## src/rtl/ex_mem.sv

```systemverilog
// rtl/ex_mem.sv - EX/MEM pipeline register with stall/bubble control
// Also keeps the multiply-accumulate partial product and step count across its two cycles.
module ex_mem (
  input  logic        clk,
  input  logic        rst,
  input  logic [5:0]  stall,
  input  logic [4:0]  ex_wd,
  input  logic        ex_wreg,
  input  logic [31:0] ex_wdata,
  input  logic [31:0] ex_hi,
  input  logic [31:0] ex_lo,
  input  logic        ex_whilo,
  input  logic [63:0] hilo_i,
  input  logic [1:0]  cnt_i,
  output logic [4:0]  mem_wd,
  output logic        mem_wreg,
  output logic [31:0] mem_wdata,
  output logic [31:0] mem_hi,
  output logic [31:0] mem_lo,
  output logic        mem_whilo,
  output logic [63:0] hilo_o,
  output logic [1:0]  cnt_o
);

  logic [4:0]  wd_q,    wd_d;
  logic        wreg_q,  wreg_d;
  logic [31:0] wdata_q, wdata_d;
  logic [31:0] hi_q,    hi_d;
  logic [31:0] lo_q,    lo_d;
  logic        whilo_q, whilo_d;
  logic [63:0] hilo_q,  hilo_d;
  logic [1:0]  cnt_q,   cnt_d;

  logic ex_stall;
  logic mem_stall;

  assign ex_stall  = stall[3];
  assign mem_stall = stall[4];

  always_comb begin
    wd_d    = wd_q;
    wreg_d  = wreg_q;
    wdata_d = wdata_q;
    hi_d    = hi_q;
    lo_d    = lo_q;
    whilo_d = whilo_q;
    hilo_d  = hilo_i;
    cnt_d   = cnt_i;
    if (!ex_stall) begin
      // stall[4] alone cannot come from the controller; it is treated as a normal pass
      wd_d    = ex_wd;
      wreg_d  = ex_wreg;
      wdata_d = ex_wdata;
      hi_d    = ex_hi;
      lo_d    = ex_lo;
      whilo_d = ex_whilo;
      hilo_d  = '0;
      cnt_d   = '0;
    end else if (!mem_stall) begin
      wd_d    = '0;
      wreg_d  = 1'b0;
      wdata_d = '0;
      hi_d    = '0;
      lo_d    = '0;
      whilo_d = 1'b0;
    end
  end

  always_ff @(posedge clk or negedge rst) begin
    if (!rst) begin
      wd_q    <= '0;
      wreg_q  <= 1'b0;
      wdata_q <= '0;
      hi_q    <= '0;
      lo_q    <= '0;
      whilo_q <= 1'b0;
      hilo_q  <= '0;
      cnt_q   <= '0;
    end else begin
      wd_q    <= wd_d;
      wreg_q  <= wreg_d;
      wdata_q <= wdata_d;
      hi_q    <= hi_d;
      lo_q    <= lo_d;
      whilo_q <= whilo_d;
      hilo_q  <= hilo_d;
      cnt_q   <= cnt_d;
    end
  end

  assign mem_wd    = wd_q;
  assign mem_wreg  = wreg_q;
  assign mem_wdata = wdata_q;
  assign mem_hi    = hi_q;
  assign mem_lo    = lo_q;
  assign mem_whilo = whilo_q;
  assign hilo_o    = hilo_q;
  assign cnt_o     = cnt_q;

endmodule

```

## config.mk

```make
export PLATFORM = sky130hd
export DESIGN_NAME = ex_mem
export DESIGN_NICKNAME = d
export VERILOG_FILES = /design/src/rtl/ex_mem.sv
export SDC_FILE = /design/constraint.sdc
export NUM_CORES = 1
export LEC_CHECK = 0
export ABC_AREA = 0
export CORE_AREA = 2 2 134 136
export DETAILED_ROUTE_END_ITERATION = 8
export DIE_AREA = 0 0 136 138
export MAX_ROUTING_LAYER = met4
export PLACE_DENSITY = 0.73
export SKIP_CTS_REPAIR_TIMING = 1
export SLEW_MARGIN = 20
export SYNTH_ARGS = -nofsm -noshare
export SYNTH_HDL_FRONTEND = slang
export SYNTH_SLANG_ARGS = --single-unit
```

## constraint.sdc

```tcl
create_clock -name clk -period 2.09 [get_ports clk]
set_clock_uncertainty 0.1 [all_clocks]
set_input_delay 0.209 -clock clk [delete_from_list [all_inputs] [get_ports clk]]
set_output_delay 0.209 -clock clk [all_outputs]
set_load 0.02 [all_outputs]
```

Word level (Yosys, flattened, before mapping)
Index checks and enable logic that the tools add are counted.
Widths: inputs -> output; s select.
Word-level totals
  input port bits: 177
  memory bits (writable): 0
  memories kept: 0
  ROM bits: 0
  register bits: 169
  latch bits: 0
Operators by class
  multiply operators: 0
  reduce and logical (&&, ||, !) cells: 0
  muxes and demuxes: 11
  $lt $le $gt $ge: 0
  bitwise gates (word level): 0
  add/sub/neg operators: 0
  shifts and indexed selects: 0
  divide/modulo/power cells: 0
  equality and inequality tests: 1
Operators with widths (number)
  $mux 32: 4
  $mux 64: 1
  $mux 5: 2
  $mux 1: 3
  $mux 2: 1
  $ne 2x2->1 const B: 1

Logic depth before layout (Yosys ltp)
  word-level depth: 2
  depth in mapped cells: 5
  mapped depth without buffers: 2

Worst setup path before layout
Ideal clock, no wire load.
  path kind: input to register
  start point: input port stall[4]
  end point: register hi_q[0], in the netlist mem_hi[0]
  stages: 5
  setup time: 0.121 ns
  data required time: 1.869 ns
  data arrival time: 0.907 ns
  slack: 0.962 ns
  cells stage by stage: and2_1 -> buf_2 -> buf_6 -> buf_6 -> a22o_1
Between the ends
  word-level cells in the longest chain between the ends: 1
RTL lines
  start: declaration: line 6  | input logic [5:0] stall,
  $ne 2x2->1 (no source line)
  end signal: assignment: line 83  | hi_q <= hi_d;
  end: declaration: line 28  | logic [31:0] hi_q, hi_d;
Every way passes these cells.
A chain may end at the register's enable or synchronous reset.

Worst setup path after layout
  start point: register lo_q[3], in the netlist mem_lo[3]
  end point: output port mem_lo[3]
RTL lines
  start: declaration: line 29  | logic [31:0] lo_q, lo_d;
  start signal: assignment: line 84  | lo_q <= lo_d;
  end: declaration: line 19  | output logic [31:0] mem_lo,
No word-level cell between the ends.

==> impl_results.md <==
- FP Rows: 49
- Critical path endpoint category: output pin
- Top delay family on crit path: buffers and inverters
- Fmax achieved: 572 MHz
- H-tree depth: 4
- Post-synth top area cell: dfrtp_1
- Psw: 0.00202 W
- Seq/Total Area, Yosys: 0.736
- LEAKAGE: 4.32 nW
- Final Cycle Share: 0.837
- Worst Path Buf+Inv: 1
- Drt drc: 0
- Placed Instances: 920
- Flop pwr share: 0.456
- Power Density: 791 nW/um^2
- Worst slack at placement: 0.439 ns
- First-pass GRT wire length: 26600 um
- Slew Limit Fails: 0
- Post-synth top cells: 169 x dfrtp_1, 103 x a22o_1, 67 x and2_1, 11 x clkbuf_1, 10 x buf_2
- Reg clk slew, reported paths: 0.06 ns
- Initial antenna violation count: 0
- Antenna fix cells: 0
- Largest net degree at the start of global routing: 88
- Initial Utilization: 0.328
- Share of cells above drive strength 1: 0.0608
- Clock buffer depth: 2
- GRT Total Usage: 0.191
- Switching share of power: 0.257
- Post-synth design cell area: 5740 sq um
- Final WS setup: 0.341 ns
- Tightest Pin Transition: 0.906 ns
- Yosys reg bits: 169
- Number of flops mapped to enable cells by yosys: 0
- CP max stage delay: 0.67 ns
- WP data arrival: 1.44 ns
- RSZ-0062 raised after global routing: false
- CTS tree: built
- Vias post-DR: 4399
- Crit-path cells: clkdlybuf4s50_1
- Setup TNS: 0 ns
- Synth top area cells: dfrtp_1 74%, a22o_1 16%, and2_1 7.3%
- Comb pwr share: 0.179
- Fin area: 9930 sq um
- Nets: 888
- Post-detailed-route count of antenna-violating nets: 0
- Cells after Synth: 370
- Startpoint Class: register
- Final setup viols: 0
- Clock network fraction of total power: 0.364
- WL per Instance: 17.9 um
- Yosys top cell area share: 0.736
- Dpl cell area: 9380 sq um
- Max_slew headroom: 0.396
- Die Y: 138 um
- Chip width: 136 um
- CP Data Required Time: 1.78 ns
- PortBufs: 341
- Placer Congestion: 0.778
- YS warnings: 0
- Area grow syn2layout: 72.8%
- Root buf cell: clkbuf_16
- Final Critical Period: 1.75 ns
- Max stage delay cell, worst path: clkdlybuf4s50_1
- Top FF cell, synth: dfrtp_1
- Die ar.: 18800 sq um
- WL final: 17100 um
- Max Cap Violations: 0
- Ys async rst share: 1.00
- Hold Path Class: primary input to register
- Max VDD drop: 0.000504 V
- Most frequent cell after synthesis: dfrtp_1
- Vias/cell: 4.62
- DRT Pass-1 Iters: 4
- Critical path peak fanout: 2
- Total grt overflow: 0
- Post-Syn Nets: 547
- Status: finished clean
- Total clock buffers created by CTS: 17
- Ports: 346
- Vias in the first global route: 4777
- Pint: 0.00584 W
- Core box area: 17500 sq um
- Final HPWL DP: 12400 um
- Fin. Hold Viols: 0
- Hold_ws: 0.0701 ns
- Final cell count without fillers: 953
- Initial DRC count: 113
- Critical path type: register to output pin
- Cell variety after synth: 8
- Syn Area/Cell: 15.5 sq um
- Worst-Skew Late Latency: 0.41 ns
- CTS sink count: 169
-- routing by layer --
layer  global-route usage  share of wire
met1                0.218           0.37
met2                0.314           0.50
met3               0.0675           0.10
met4               0.0614          0.022
met5                    -              0
-- power groups by stage --
stage	Combinational [W]	Sequential, W	Clock [W]
final	0.00141	0.00358	0.00286
after global routing	0.00150	0.00360	0.00311
after CTS	0.00143	0.00358	0.00296
after detailed placement	0.00142	0.00364	0
after global placement	0.00140	0.00363	0
after floorplan	0.000254	0.00390	0
-- registers in the layout, summed over array words and instances (netlist names) --
| signal | flops |
|---|---|
| hilo_o | 64 |
| mem_wreg | 1 |
| mem_hi | 32 |
| mem_lo | 32 |
| cnt_o | 2 |
| mem_wdata | 32 |
| mem_wd | 5 |
| mem_whilo | 1 |
-- final cells by class --
cell class,count,area (sq um)
Fill cell,1421,7610
Clock inverter,12,90.1
Timing Repair Buffer,352,3540
Sequential cell,169,4230
Tap cell,229,287
Multi-Input combinational cell,170,1320
Clock buffer,20,447
Inverter,1,5.00
-- through the flow --
stage / utilization / total power, W
after floorplan: - / 0.00415
after detailed placement: 0.535 / 0.00506
after CTS: 0.566 / 0.00797
after global placement: 0.535 / 0.00503
final: 0.566 / 0.00785
after global routing: 0.566 / 0.00821
-- cell usage in the layout, fill, tap and decap left out --
cell,Yosys,layout
and2_1,67,66
and2_4,0,1
buf_12,0,4
buf_4,1,6
clkbuf_8,0,1
dlygate4sd3_1,0,1
buf_2,10,1
clkdlybuf4s50_1,0,339
clkbuf_16,0,17
a22o_1,103,103
clkbuf_1,11,2
clkinv_2,0,4
buf_6,8,1
inv_6,0,6
dfrtp_1,169,169
clkinvlp_4,0,3
-- path summary, 6_finish.rpt --
kind	startpoint	end	slack [ns]	cells after the start
min in group asynchronous	rst	mem_wdata[8]	0.23	2
hold / removal	stall[3]	hilo_o[15]	0.07	2
hold reg to reg	mem_hi[2]	mem_hi[2]	0.39	1
max in group asynchronous	rst	hilo_o[3]	0.99	3
setup / recovery	mem_lo[3]	mem_lo[3]	0.34	1
setup reg to reg	mem_wdata[4]	mem_wdata[4]	1.28	1
-- cell families (layout without fill, tap and decap cells) --
group           count (synthesis)  count (layout)  share of synthesized area
flops                         169             169                      0.736
compound gates                103             103                      0.157
simple gates                   67              67                     0.0730
buf+inv                        31             385                     0.0336
(Power assumes the default switching activity.)
